`config.mk`:
```
export PLATFORM = sky130hd
export DESIGN_NAME = mac_accum_pipe
export DESIGN_NICKNAME = d
export VERILOG_FILES = /design/src/rtl/mac_accum_pipe_pkg.sv /design/src/rtl/mac_accum_pipe_sat_add.sv /design/src/rtl/mac_accum_pipe.sv
export SDC_FILE = /design/constraint.sdc
export NUM_CORES = 1
export LEC_CHECK = 0
export BUFFER_PORTS_ARGS = -buffer_cell sky130_fd_sc_hd__buf_2
export CORE_UTILIZATION = 58
export CTS_CLUSTER_SIZE = 20
export DETAILED_ROUTE_END_ITERATION = 10
export HOLD_SLACK_MARGIN = 0.03
export PLACE_DENSITY_LB_ADDON = 0.1
export SYNTH_ARGS = -nofsm -noshare
export SYNTH_HDL_FRONTEND = slang
export SYNTH_SLANG_ARGS = --single-unit
```
`constraint.sdc`:
```
create_clock -name clk -period 4.4 [get_ports clk]
set_clock_uncertainty 0.15 [all_clocks]
set_input_delay 0.22 -clock clk [delete_from_list [all_inputs] [get_ports clk]]
set_output_delay 0.22 -clock clk [all_outputs]
set_load 0.05 [all_outputs]
```
`src/rtl/mac_accum_pipe_pkg.sv`:
```
// Shared sizing helpers and saturation limits for the pipelined MAC.
// The limit functions return 64-bit patterns; callers truncate them to their own width.
package mac_pkg;

   localparam int unsigned LIM_W = 64;

   function automatic int unsigned cnt_width(input int unsigned len);
      return (len > 1) ? $clog2(len) : 1;
   endfunction

   function automatic logic [LIM_W-1:0] umax(input int unsigned w);
      return {LIM_W{1'b1}} >> (LIM_W - w);
   endfunction

   function automatic logic [LIM_W-1:0] smax(input int unsigned w);
      return {LIM_W{1'b1}} >> (LIM_W - w + 1);
   endfunction

   function automatic logic [LIM_W-1:0] smin(input int unsigned w);
      return {{(LIM_W-1){1'b0}}, 1'b1} << (w - 1);
   endfunction

   function automatic bit params_ok(input int unsigned in_w, input int unsigned acc_w,
                                    input int unsigned len);
      return (acc_w >= 2 * in_w) && (len >= 1);
   endfunction

endpackage

```
`src/rtl/mac_accum_pipe_sat_add.sv`:
```
// Combinational accumulate step: extends the product, adds it to the base,
// flags overflow and optionally clamps to the representable range.
module sat_add
   import mac_pkg::*;
#(
   parameter int unsigned W  = 22,
   parameter int unsigned PW = 20
) (
   input  logic [W-1:0]  a,
   input  logic [PW-1:0] b,
   input  logic          signed_mode,
   input  logic          sat_en,
   output logic [W-1:0]  sum,
   output logic          ovf
);

   localparam logic [W-1:0] UMAX = W'(umax(W));
   localparam logic [W-1:0] SMAX = W'(smax(W));
   localparam logic [W-1:0] SMIN = W'(smin(W));

   logic [W:0] ea;
   logic [W:0] eb;
   logic [W:0] s;

   always_comb begin
      ea  = {signed_mode & a[W-1], a};
      eb  = {{(W+1-PW){signed_mode & b[PW-1]}}, b};
      s   = ea + eb;
      sum = s[W-1:0];
      // Signed overflow: both addends share a sign that the truncated result lost.
      if (signed_mode) ovf = (a[W-1] == eb[W-1]) && (s[W-1] != a[W-1]);
      else             ovf = s[W];
      if (ovf && sat_en) begin
         if (signed_mode) sum = a[W-1] ? SMIN : SMAX;
         else             sum = UMAX;
      end
   end

endmodule

```
`src/rtl/mac_accum_pipe.sv`:
```
// Pipelined framed multiply-accumulate: P1 registers the product, stage A
// accumulates LEN products and pulses out_valid with the frame result.
module mac_accum_pipe
   import mac_pkg::*;
#(
   parameter int unsigned IN_W  = 10,
   parameter int unsigned ACC_W = 22,
   parameter int unsigned LEN   = 4
) (
   input  logic             clk,
   input  logic             rst_n,
   input  logic             clr,
   input  logic             in_valid,
   input  logic [IN_W-1:0]  k,
   input  logic [IN_W-1:0]  l,
   input  logic             signed_mode,
   input  logic             sat_en,
   output logic [ACC_W-1:0] o,
   output logic             out_valid,
   output logic             ovf
);

   localparam int unsigned CNT_W = cnt_width(LEN);
   localparam int unsigned PW    = 2 * IN_W;
   localparam logic [CNT_W-1:0] LAST = CNT_W'(LEN - 1);

   if (!params_ok(IN_W, ACC_W, LEN)) begin : g_bad_params
      $error("mac_accum_pipe: need ACC_W >= 2*IN_W and LEN >= 1");
   end

   logic [CNT_W-1:0] cnt;
   logic [CNT_W-1:0] cnt_nxt;
   logic [PW-1:0]    ka;
   logic [PW-1:0]    lb;
   logic [PW-1:0]    prod_r;
   logic             p_valid;
   logic             p_first;
   logic             p_last;
   logic             p_mode;
   logic             p_sat;
   logic [ACC_W-1:0] acc;
   logic [ACC_W-1:0] base;
   logic [ACC_W-1:0] step_sum;
   logic             step_ovf;
   logic             out_valid_r;
   logic             ovf_r;

   // Extending per mode before one PW-bit multiply gives the correct signed or unsigned low half.
   always_comb begin
      ka      = {{IN_W{signed_mode & k[IN_W-1]}}, k};
      lb      = {{IN_W{signed_mode & l[IN_W-1]}}, l};
      cnt_nxt = (cnt == LAST) ? '0 : cnt + 1'b1;
      base    = p_first ? '0 : acc;
   end

   always_ff @(posedge clk or negedge rst_n) begin
      if (!rst_n) begin
         cnt     <= '0;
         prod_r  <= '0;
         p_valid <= 1'b0;
         p_first <= 1'b0;
         p_last  <= 1'b0;
         p_mode  <= 1'b0;
         p_sat   <= 1'b0;
      end else if (clr) begin
         cnt     <= '0;
         p_valid <= 1'b0;
      end else begin
         p_valid <= in_valid;
         if (in_valid) begin
            prod_r  <= ka * lb;
            p_first <= (cnt == '0);
            p_last  <= (cnt == LAST);
            p_mode  <= signed_mode;
            p_sat   <= sat_en;
            cnt     <= cnt_nxt;
         end
      end
   end

   sat_add #(
      .W  (ACC_W),
      .PW (PW)
   ) u_sat_add (
      .a           (base),
      .b           (prod_r),
      .signed_mode (p_mode),
      .sat_en      (p_sat),
      .sum         (step_sum),
      .ovf         (step_ovf)
   );

   always_ff @(posedge clk or negedge rst_n) begin
      if (!rst_n) begin
         acc         <= '0;
         out_valid_r <= 1'b0;
         ovf_r       <= 1'b0;
      end else if (clr) begin
         acc         <= '0;
         out_valid_r <= 1'b0;
         ovf_r       <= 1'b0;
      end else begin
         out_valid_r <= p_valid & p_last;
         if (p_valid) begin
            acc   <= step_sum;
            ovf_r <= step_ovf | (ovf_r & ~p_first);
         end
      end
   end

   assign o         = acc;
   assign out_valid = out_valid_r;
   assign ovf       = ovf_r;

endmodule

```
Word-level counts from Yosys, hierarchy flattened
Cells that the tools add are included.
- bits in registers: 51
- output and inout port bits: 24
- logic and storage cells: 45
- memory bits (read-only): 0
- latch bits: 0
- bits of input ports: 26
- memories: 0
- bits in writable memories: 0
- bitwise operators: 9
- multiply operators: 1
- add/subtract/negate cells: 2
- mux-type cells: 14
- shifts and indexed selects: 0
- equal/unequal tests: 3
- reduce and logical (&&, ||, !) cells: 6
- order comparisons: 0
- divide/modulo/power cells: 0
- operators by type and width (cell ; number):
    $mux 22 ; 6
    $add 23x23->23 ; 1
    $mul 11x11->20 ; 1
    $and 1x1->1 ; 6
    $mux 2 ; 3
    $mux 1 ; 5
    $reduce_bool 2->1 ; 2
    $add 2x1->2 const B ; 1
    $eq 2x2->1 const B ; 1
    $logic_and 1x1->1 ; 2
    $logic_not 2->1 ; 1
    $not 1->1 ; 2
    $reduce_and 2->1 ; 1
    $eq 1x1->1 ; 1
    $ne 1x1->1 ; 1
    $or 1x1->1 ; 1

Depth between registers and ports, before layout
Gate-level depths: netlist of the first run.
- word-level depth: 10
- depth in mapped cells: 21
- mapped depth without buffers: 20

Modules after synthesis
A second synthesis of the first run with hierarchy kept.
- cell total of the unflattened synthesis: 922
- area, all modules: 8056.5 sq um
- by module, submodules not included (module ; times used ; sequential area each (sq um) ; area an instance (sq um) ; cells an instance):
    mac_accum_pipe ; 1 ; 1276.2 ; 6657.6 ; 734
    sat_add ; 1 ; 0.0 ; 1398.8 ; 188

Worst setup path after synthesis of the first run
No wires, ideal clock.
- path kind: in2reg
- start point: in l[2]
- end point: reg prod_r[19]
- library setup time: 0.133 ns
- path slack: -0.533 ns
- buffers on the path: 1
- required time: 4.117 ns
- arrival: 4.650 ns
- stages: 18
- cell sequence: clkbuf_1 -> and2_1 -> fa_1 -> inv_1 -> fa_1 -> fa_1 -> fa_1 -> fa_1 -> inv_1 -> ha_1 -> o21a_1 -> o21a_1 -> a41oi_1 -> a21oi_1 -> a211o_1 -> a21oi_1 -> xnor2_1 -> o21ai_0
- longest elaborated chain between the ends: 1
- RTL lines (what ; line ; text):
    start: declaration ; mac_accum_pipe.sv:15 ; input logic [IN_W-1:0] l,
    $mul 11x11->20 ; mac_accum_pipe.sv:71 ; prod_r <= ka * lb;
    end signal: assignment ; mac_accum_pipe.sv:71 ;
    end: declaration ; mac_accum_pipe.sv:35 ; logic [PW-1:0] prod_r;
No other way between the ends.
A chain may end at the register's enable or synchronous reset.

Worst setup path after layout of the first run
Ends and elaborated chain as after synthesis.

==> results of run 1 <==
## cell usage in the layout (no fill, tap or decap), drive strengths merged, types with 2 or more instances in the layout
cell type / instances
o22ai: 2
xnor2: 30
nand2: 89
and2: 55
o211ai: 2
nor3: 7
a21oi: 30
ha: 68
nor2: 22
clkbuf: 7
xor2: 15
a211oi: 6
inv: 144
dfrtp: 51
mux2i: 2
a211o: 3
o21ai: 33
fa: 108
nor2b: 28
a31o: 2
mux2: 9
o21a: 6
nand3: 6
nand3b: 2
a221o: 21
or2: 7
and3: 8
o21bai: 4
nand2b: 5
buf: 125
a31oi: 4
a21o: 10
dlygate4sd3: 3
## metal layers
metal  vias up  GRT usage, %
li1       2852             -
met1      2824          33.5
met2        98          46.1
met3        20          2.49
met4         0          6.67
met5         -             0
## logic make-up (layout without fill, tap and decap cells)
logic type / after synthesis / count (layout)
AOI/OAI and AO/OA: 132 / 132
xor gates and xnor gates: 45 / 45
adders and majority gates: 176 / 176
buffers and inverters: 178 / 280
DFF: 51 / 51
muxes: 11 / 11
and+or+nand+nor: 234 / 234
## cells in the mapped netlist (3+ instances only)
library cell / instances / area [um2]
and3_1: 7 / 43.8
a21o_1: 10 / 75.1
nor2b_1: 28 / 175
a221o_1: 21 / 210
clkbuf_1: 30 / 113
o21ai_1: 3 / 15.0
o21bai_1: 4 / 30.0
dfrtp_1: 51 / 1280
and2_1: 55 / 344
nor3_1: 7 / 35.0
a21oi_1: 30 / 150
xnor2_1: 30 / 263
a211oi_1: 6 / 45.0
nand2_1: 89 / 334
o21ai_0: 29 / 145
or2_2: 7 / 43.8
a31oi_1: 4 / 25.0
ha_1: 68 / 851
mux2_2: 9 / 101
nor2_1: 22 / 82.6
inv_1: 143 / 537
o21a_1: 6 / 45.0
fa_1: 108 / 2160
nand3_1: 6 / 30.0
nand2b_1: 5 / 31.3
a211o_1: 3 / 26.3
xor2_1: 15 / 131
## worst max-delay path: stages
cell and delay (ns):
buf_12 0.11, and2_4 0.15, fa_1 0.59, inv_2 0.05, fa_2 0.53, fa_1 0.44
fa_1 0.46, fa_1 0.50, inv_2 0.04, ha_4 0.20, o21a_1 0.10, o21a_1 0.19
a41oi_2 0.18, a21oi_2 0.10, a211o_1 0.31, a21oi_2 0.13, xnor2_1 0.13, o21ai_1 0.09
## how the worst max path moves through the flow
stage | to | slack (ns) | depth (start not counted) | startpoint
floorplan | prod_r[19] | -0.20 | 17 | l[4]
global placement | prod_r[19] | -0.44 | 19 | signed_mode
detailed placement | prod_r[19] | -0.57 | 19 | k[9]
CTS | prod_r[19] | -0.14 | 18 | l[2]
global route | prod_r[19] | -0.30 | 18 | l[2]
finish | prod_r[19] | -0.13 | 18 | l[2]
## repair_timing
item,4_1_cts,5_1_grt
setup endpoints to repair,5,7
pin swaps,23,8
hold buffers,3,0
hold endpoints to repair,53,0
buffers inserted,3,0
gates cloned,0,0
resized for setup,40,9
## flip-flops by register name, indices dropped and copies added (netlist names)
name	count
ovf	1
p_mode	1
cnt	2
prod_r	20
o	22
p_first	1
p_valid	1
out_valid	1
p_last	1
p_sat	1
## area by class of cell
type / count / area share [%]
multi-input combinational: 598 / 65.5
sequential: 51 / 14.2
timing repair buffer: 129 / 10.3
inverter: 143 / 5.98
tap: 172 / 2.40
clock buffer: 6 / 1.43
clock inverter: 2 / 0.181
## power by group through the flow
stage | Combinational [mW] | Clock, mW | Sequential, mW
3_5_place_dp | 4.12 | 0 | 0.687
4_1_cts | 4.22 | 0.388 | 0.680
6_report | 4.25 | 0.378 | 0.679
2_1_floorplan | 2.88 | 0 | 0.747
3_3_place_gp | 3.99 | 0 | 0.679
5_1_grt | 4.82 | 0.412 | 0.698
==> metrics.cfg, run 1 <==
[synth]
synth_top_family_by_area = adder cells
synth-compound-area-share_pct = 11.9
synthFlopType = dfrtp_1
synth_edf_count = 0
synth_simple_gate_area_share_pct = 15.7
seq_area_frac_synth_pct = 16.8
ys_ff_latch = 51
async_reset_ff_share_pct = 100
synth.area.mux_share_pct = 1.60
synth_fa_ha_area_share_pct = 39.7
synthCells = 827
postSynthAreaPerCell_um2 = 9.19
ys_warn_count = 0
syn_area_mm2 = 0.00760
synth-xor-area-share_pct = 5.19
syn_nets = 1029
ys_types = 51

[floorplan]
design.die.area_mm2 = 0.0136
initial_core_util_pct = 59.7
ios = 50
num_rows = 41
fp.dieH_um = 116
die_x_um = 116
core_area_mm2 = 0.0127

[timing]
final.setup.worst_slack_ns = -0.133
drv_slew = 0
slew_headroom_pct = 29.0
finalSetupViolCount = 3
min_period_ns = 4.53
whs_ns = 0.0929
tns_ns = -0.189
hold_viol = 0
rsz0062_at_grt = true
period_share_pct = 103
fmax_mhz = 221
worstMarginPinSlew_ns = 1.06

[cells_and_area]
fin_area_mm2 = 0.00898
syn_to_final_growth_pct = 18.2
n_antenna_cell = 0
utilization_pct = 70.6
layout.cells.non_filler = 1101
multiInputGateArea_mm2 = 0.00588
fillers = 1014
nets = 1130
seq_area_mm2 = 0.00128
drive_gt1_share_pct = 21.6

[grt]
track_usage_pct = 25.8
grt_pass1_wl_mm = 27.6
grt_antenna_before_repair = 0
grt_max_degree = 52
grt_pass1_vias = 6077
grt_overflow = 0

[power_and_ir_drop]
pwr-share-seq_pct = 12.8
ir_drop_uv = 265
sw_frac_of_total_pct = 43.4
pwr-share-comb_pct = 80.1
power.switching_mw = 2.31
power_mw = 5.31
p_int_mw = 3.00
power.density_mw_per_mm2 = 591
leakagePower_nw = 4.54
clkPwrFrac_pct = 7.1

[run]
max-cap-violations = 0

[place]
hpwlAfterDp_mm = 13.7
post_dp_cell_area_mm2 = 0.00864
post-place-cells = 1087
gp_congestion = 0.918
place_ws_ns = -0.566
portBuffers = 49

[drt]
vias_per_cell = 5.26
wl_per_cell_um = 14.5
wl_mm = 15.9
drt_iter0_drc = 283
first_pass_iters = 4
route.detailed.drc = 0
via_count = 5794
wl_met3_um = 387
wl_met1_mm = 7.24
top_layer = met4
wl_met2_mm = 8.09
ant_nets = 0

[hold_path]
hold_end = cnt[1]
min_path_cells = 3
hp-class = input port to flop
worstHoldStart = in_valid

[clock_tree]
root_buffer = clkbuf_16
clkTransAtPathRegs_ns = 0.06
htree_levels = 2
cts_tree = built
clockBufferDepth = 2
cts_inserted_buffers = 5
cts_sinks = 51
clk_latency_ns = 0.29

[worst_setup_path]
end_kind = flop
reg2reg_to = o[1]
critPathKind = input port to flop
r2r_slack_ns = 0.63
worstPathArrival_ns = 4.55
r2r_start = p_first
cp_data_required_time_ns = 4.42
worstPathMaxFanout = 7
cp-start-kind = input port
ff2ff_path_depth = 11

[run_status]
status = finished with violations
violations = negative setup slack

Note: power is estimated with default switching activity, not from simulation.
==> run 2, diff against run 1 <==
--- a/config.mk
+++ b/config.mk
@@ -6,6 +6,7 @@
 export NUM_CORES = 1
 export LEC_CHECK = 0
 export BUFFER_PORTS_ARGS = -buffer_cell sky130_fd_sc_hd__buf_2
+export CORE_ASPECT_RATIO = 0.9
 export CORE_UTILIZATION = 58
 export CTS_CLUSTER_SIZE = 20
 export DETAILED_ROUTE_END_ITERATION = 10
==> run 2 against run 1 <==
Effect of this change:
- the run ends with negative hold slack, negative setup slack left
- via count is 4.5% higher
- sequential share of layout area down 0.23 points
- first-iteration DRC count grew 2.5%
- worst setup slack improved by 0.031 ns
- clock power is 1% higher
- design area rose by 1.6%
==> metrics.cfg, run 2 (synthesis gave the netlist of run 1 again) <==
[run_status]
status = finished with violations
violations = negative hold slack, negative setup slack

[cells_and_area]
largest_reg_flops = 22
n_antenna_cell = 0
final_common_cell = inv_1
syn_to_final_growth_pct = 20.2
nets = 1136
layout_common_cells = 133 x inv_1, 106 x fa_1, 84 x buf_4
drive_gt1_share_pct = 23.5
utilization_pct = 71.7

[grt]
grt_max_degree = 52
grt_pass1_vias = 6496
grt_antenna_before_repair = 0
gr-max-usage-layer = met2
grt_use_met1_pct = 35.6
grt_pass1_wl_mm = 29.2
track_usage_pct = 26.9
use_met2_pct = 47.4
grtUsageMet3_pct = 3.51
grt_overflow = 0

[worst_setup_path]
critPathKind = input port to flop
path_delay_family = adder cells
cp_cell_sequence = buf_12 -> and2_4 -> nand2_2 -> fa_2 -> buf_6 -> fa_1 -> fa_1 -> inv_2 -> fa_1 -> inv_1 -> fa_1 -> inv_2 -> ha_4 -> and3_4 -> a211o_1 -> a21oi_2 -> xnor2_1 -> o21ai_1
worstPathArrival_ns = 4.52
crit_top_cell = fa_1
crit_path_start = signed_mode
r2r_start = p_first
r2r_slack_ns = 0.56
critPathMaxStageDelay_ns = 0.64
path_buf_inv = 5
slowest_stage = fa_2
cp-start-kind = input port
end_kind = flop
worstPathMaxFanout = 7
cp_data_required_time_ns = 4.42

[clock_tree]
cts_tree = built
htree_levels = 2
clockBufferDepth = 2
root_buffer = clkbuf_16
cts_inserted_buffers = 5
clkTransAtPathRegs_ns = 0.07
cts_sinks = 51
clk_latency_ns = 0.29

[floorplan]
design.die.area_mm2 = 0.0136
ios = 50
initial_core_util_pct = 59.7
fp.dieH_um = 111
core_area_mm2 = 0.0127
num_rows = 39
die_x_um = 123

[drt]
route.detailed.drc = 0
first_pass_iters = 5
wl_per_cell_um = 15.1
wl_mm = 16.6
drt_iter0_drc = 290
vias_per_cell = 5.51
ant_nets = 0
via_count = 6054

[power_and_ir_drop]
power.density_mw_per_mm2 = 597
ir_drop_uv = 504
leakagePower_nw = 4.60

[timing]
slew_headroom_pct = 24.1
whs_ns = -0.00247
final.setup.worst_slack_ns = -0.102
rsz0062_at_grt = true
hold_viol = 9
finalSetupViolCount = 4
fmax_mhz = 222
drv_slew = 0
min_period_ns = 4.50
period_share_pct = 102
worstMarginPinSlew_ns = 1.14

[place]
place_ws_ns = -0.548
hpwlAfterDp_mm = 13.7
portBuffers = 49
gp_congestion = 0.902

[run]
max-cap-violations = 0

[hold_path]
hp-class = input port to asynchronous set/reset pin

[run 2: cell types whose count changed in the layout (fill, tap and decap cells not counted), moves of 3 or more]
cell	delta
inv_2	+4
nand2_2	+4
buf_12	+3
buf_4	+3
nand2_1	-4
buf_2	-3
inv_1	-4
[run 2: final cells by class]
cell class / instances / area, um2
Inverter: 143 / 537
Clock inverter: 2 / 12.5
Sequential cell: 51 / 1280
Timing Repair Buffer: 135 / 1050
Multi-Input combinational cell: 598 / 5920
Clock buffer: 6 / 129
Tap cell: 164 / 205
Fill cell: 1016 / 3610
[run 2: path summary, 6_finish.rpt]
path / to / depth (start not counted)
hold / removal: o[6] / 1
min in group clk: cnt[0] / 3
max in group asynchronous: cnt[1] / 1
hold reg to reg: prod_r[0] / 2
setup / recovery: prod_r[19] / 18
setup reg to reg: o[8] / 12
[run 2: power by group]
| group | switching [mW] | leakage, nW | internal [mW] |
|---|---|---|---|
| combinational | 2.15 | 3.87 | 2.24 |
| clock | 0.173 | 0.0669 | 0.210 |
| sequential | 0.0905 | 0.663 | 0.588 |
| total | 2.41 | 4.60 | 3.04 |
[run 2: what timing repair did]
item | in CTS | in global routing
setup endpoints to repair | 6 | 8
endpoints found under the hold margin | 3 | 0
pin swaps | 36 | 20
hold buffers | 2 | 0
resized for setup | 41 | 32
cloned | 0 | 1
buffers inserted | 3 | 4
[run 2: metrics by stage]
step	instance area, um2	std cells	power, mW	setup TNS [ns]
global placement	8670	1081	4.61	-2.98
detailed placement	8670	1081	4.77	-3.28
CTS	8960	1094	5.24	-0.114
global route	9130	1099	6.04	-1.27
floorplan	7870	827	3.62	-0.676
finish	9130	1099	5.45	-0.199
[run 2: layer usage]
layer,up-vias,part of all wire [%]
met4,0,0.96
li1,2855,-
met2,138,52
met3,14,4.1
met5,-,0
met1,3047,43
[run 2: worst reg2reg max path: stages (launching register included)]
cell and delay [ns]:
dfrtp_1 0.59, nor2b_1 0.09, ha_1 0.24, fa_1 0.44
a211oi_1 0.22, o311ai_0 0.27, a21oi_1 0.27, o21ai_1 0.15
o311a_1 0.36, a21oi_1 0.31, a221oi_2 0.10, buf_4 0.23
a221o_1 0.30
==> run 3, diff against run 2 <==
--- a/config.mk
+++ b/config.mk
@@ -11,7 +11,8 @@
 export CTS_CLUSTER_SIZE = 20
 export DETAILED_ROUTE_END_ITERATION = 10
 export HOLD_SLACK_MARGIN = 0.03
-export PLACE_DENSITY_LB_ADDON = 0.1
+export PLACE_DENSITY = 0.77
+export SKIP_CTS_REPAIR_TIMING = 1
 export SYNTH_ARGS = -nofsm -noshare
 export SYNTH_HDL_FRONTEND = slang
 export SYNTH_SLANG_ARGS = --single-unit
==> run 3 against run 2 <==
Effect of this change:
- the flow finishes with violations (negative setup slack)
- utilization is 0.21 points higher
- via count up 0.15%
- routed wire length increased by 2.8%
- hold slack better by 0.0026 ns
- count of clock-buffer cells in the layout unchanged
- fmax fell by 1.1%
- highest routed layer unchanged
- sequential share of layout area barely moved
- clock power increased by 20%
- critical path type unchanged
- register-to-register slack about the same
==> metrics.cfg, run 3 (synthesis gave the netlist of run 1 again) <==
[run_status]
status = finished with violations
violations = negative setup slack

[place]
hpwlAfterDp_mm = 14.2
gp_congestion = 0.921
place_ws_ns = -0.547
portBuffers = 49

[clock_tree]
cts_tree = built
clockBufferDepth = 2
cts_sinks = 51
htree_levels = 2
cts_inserted_buffers = 5
root_buffer = clkbuf_16
clk_latency_ns = 0.30
clkTransAtPathRegs_ns = 0.07

[drt]
wl_per_cell_um = 15.6
vias_per_cell = 5.52
first_pass_iters = 5
wl_mm = 17.1
drt_iter0_drc = 263
via_count = 6063
ant_nets = 0
route.detailed.drc = 0

[run]
max-cap-violations = 0

[grt]
grt_overflow = 0
grt_pass1_wl_mm = 29.6
grtUsageMet3_pct = 3.00
track_usage_pct = 27.2
grt_max_degree = 52
use_met2_pct = 48.1
grt_pass1_vias = 6483
grt_antenna_before_repair = 0
grt_use_met1_pct = 35.4
gr-max-usage-layer = met2

[timing]
whs_ns = 0.000133
rsz0062_at_grt = true
tns_ns = -0.385
finalSetupViolCount = 4
slew_headroom_pct = 23.8
drv_slew = 0
period_share_pct = 103
fmax_mhz = 220
worstMarginPinSlew_ns = 1.14
min_period_ns = 4.55
final.setup.worst_slack_ns = -0.152
hold_viol = 0

[worst_setup_path]
cp_cell_sequence = buf_4 -> and2_4 -> nand2_4 -> fa_2 -> inv_1 -> fa_1 -> fa_1 -> fa_1 -> inv_1 -> fa_1 -> inv_1 -> ha_4 -> and3_1 -> a211o_1 -> a21oi_2 -> xnor2_1 -> o21ai_1
cp-start-kind = input port
slowest_stage = fa_2
cp_data_required_time_ns = 4.43
worstPathArrival_ns = 4.58
path_buf_inv = 4
critPathMaxStageDelay_ns = 0.63
critPathKind = input port to flop
worstPathMaxFanout = 6
crit_top_cell = fa_1
end_kind = flop
path_delay_family = adder cells

[floorplan]
core_area_mm2 = 0.0127
design.die.area_mm2 = 0.0136
die_x_um = 123
ios = 50
initial_core_util_pct = 59.7
num_rows = 39
fp.dieH_um = 111

[cells_and_area]
largest_reg_flops = 22
nets = 1136
n_antenna_cell = 0
syn_to_final_growth_pct = 20.5
drive_gt1_share_pct = 23.0
final_common_cell = inv_1
fillers = 931
layout_common_cells = 137 x inv_1, 104 x fa_1, 86 x buf_4

[power_and_ir_drop]
ir_drop_uv = 535
power.density_mw_per_mm2 = 611
power_mw = 5.59
leakagePower_nw = 4.62

[hold_path]
hp-class = input port to asynchronous set/reset pin

## run 3: cell count changes in the layout (fill, tap and decap cells not counted), sizes merged
cell and change:
clkinvlp -1, buf -2, clkbuf +2, bufinv +1
## run 3: where the power goes
group	internal (mW)	switching [mW]
sequential	0.588	0.0870
clock	0.283	0.178
combinational	2.24	2.22
total	3.11	2.48
## run 3: metrics by stage
step / area, um2 / utilization, % / instances
after floorplan: 7870 / - / 827
after global placement: 8640 / 67.8 / 1079
after detailed placement: 8640 / 67.8 / 1079
after CTS: 8810 / 69.2 / 1087
after global routing: 9160 / 71.9 / 1099
final: 9160 / 71.9 / 1099
## run 3: worst paths after layout
check | from | end | slack [ns] | depth (start not counted)
worst max register to register | p_first | o[19] | 0.57 | 12
worst min register to register | prod_r[15] | prod_r[15] | 0.34 | 2
worst min-delay path | rst_n | o[4] | 0.0001 | 1
worst max-delay path | k[9] | prod_r[19] | -0.15 | 17
max in group asynchronous | rst_n | p_sat | 3.41 | 1
min in group clk | in_valid | cnt[1] | 0.08 | 3
## run 3: routing by layer
layer / wire [um] / part of all wire (%)
met5: 0 / 0
met1: 7320 / 43
met2: 8880 / 52
met3: 568 / 3.3
met4: 340 / 2.0
## run 3: layout make-up
class	instances	area, um2	share of cell area, %
Tap cell	164	205	2.24
Clock buffer	6	139	1.52
Clock inverter	2	35.0	0.383
Multi-Input combinational cell	598	5940	64.9
Sequential cell	51	1280	13.9
Timing Repair Buffer	135	1020	11.2
Inverter	143	537	5.86
## run 3: worst register-to-register path, cell delays in order, from the launching register on
cell	delay, ns
dfrtp_1	0.56
nor2b_1	0.11
ha_1	0.24
fa_1	0.43
a211oi_1	0.25
o311ai_0	0.28
a21oi_1	0.27
o21ai_1	0.15
o311a_1	0.36
a21oi_1	0.29
a221oi_2	0.10
buf_4	0.23
a221o_1	0.29
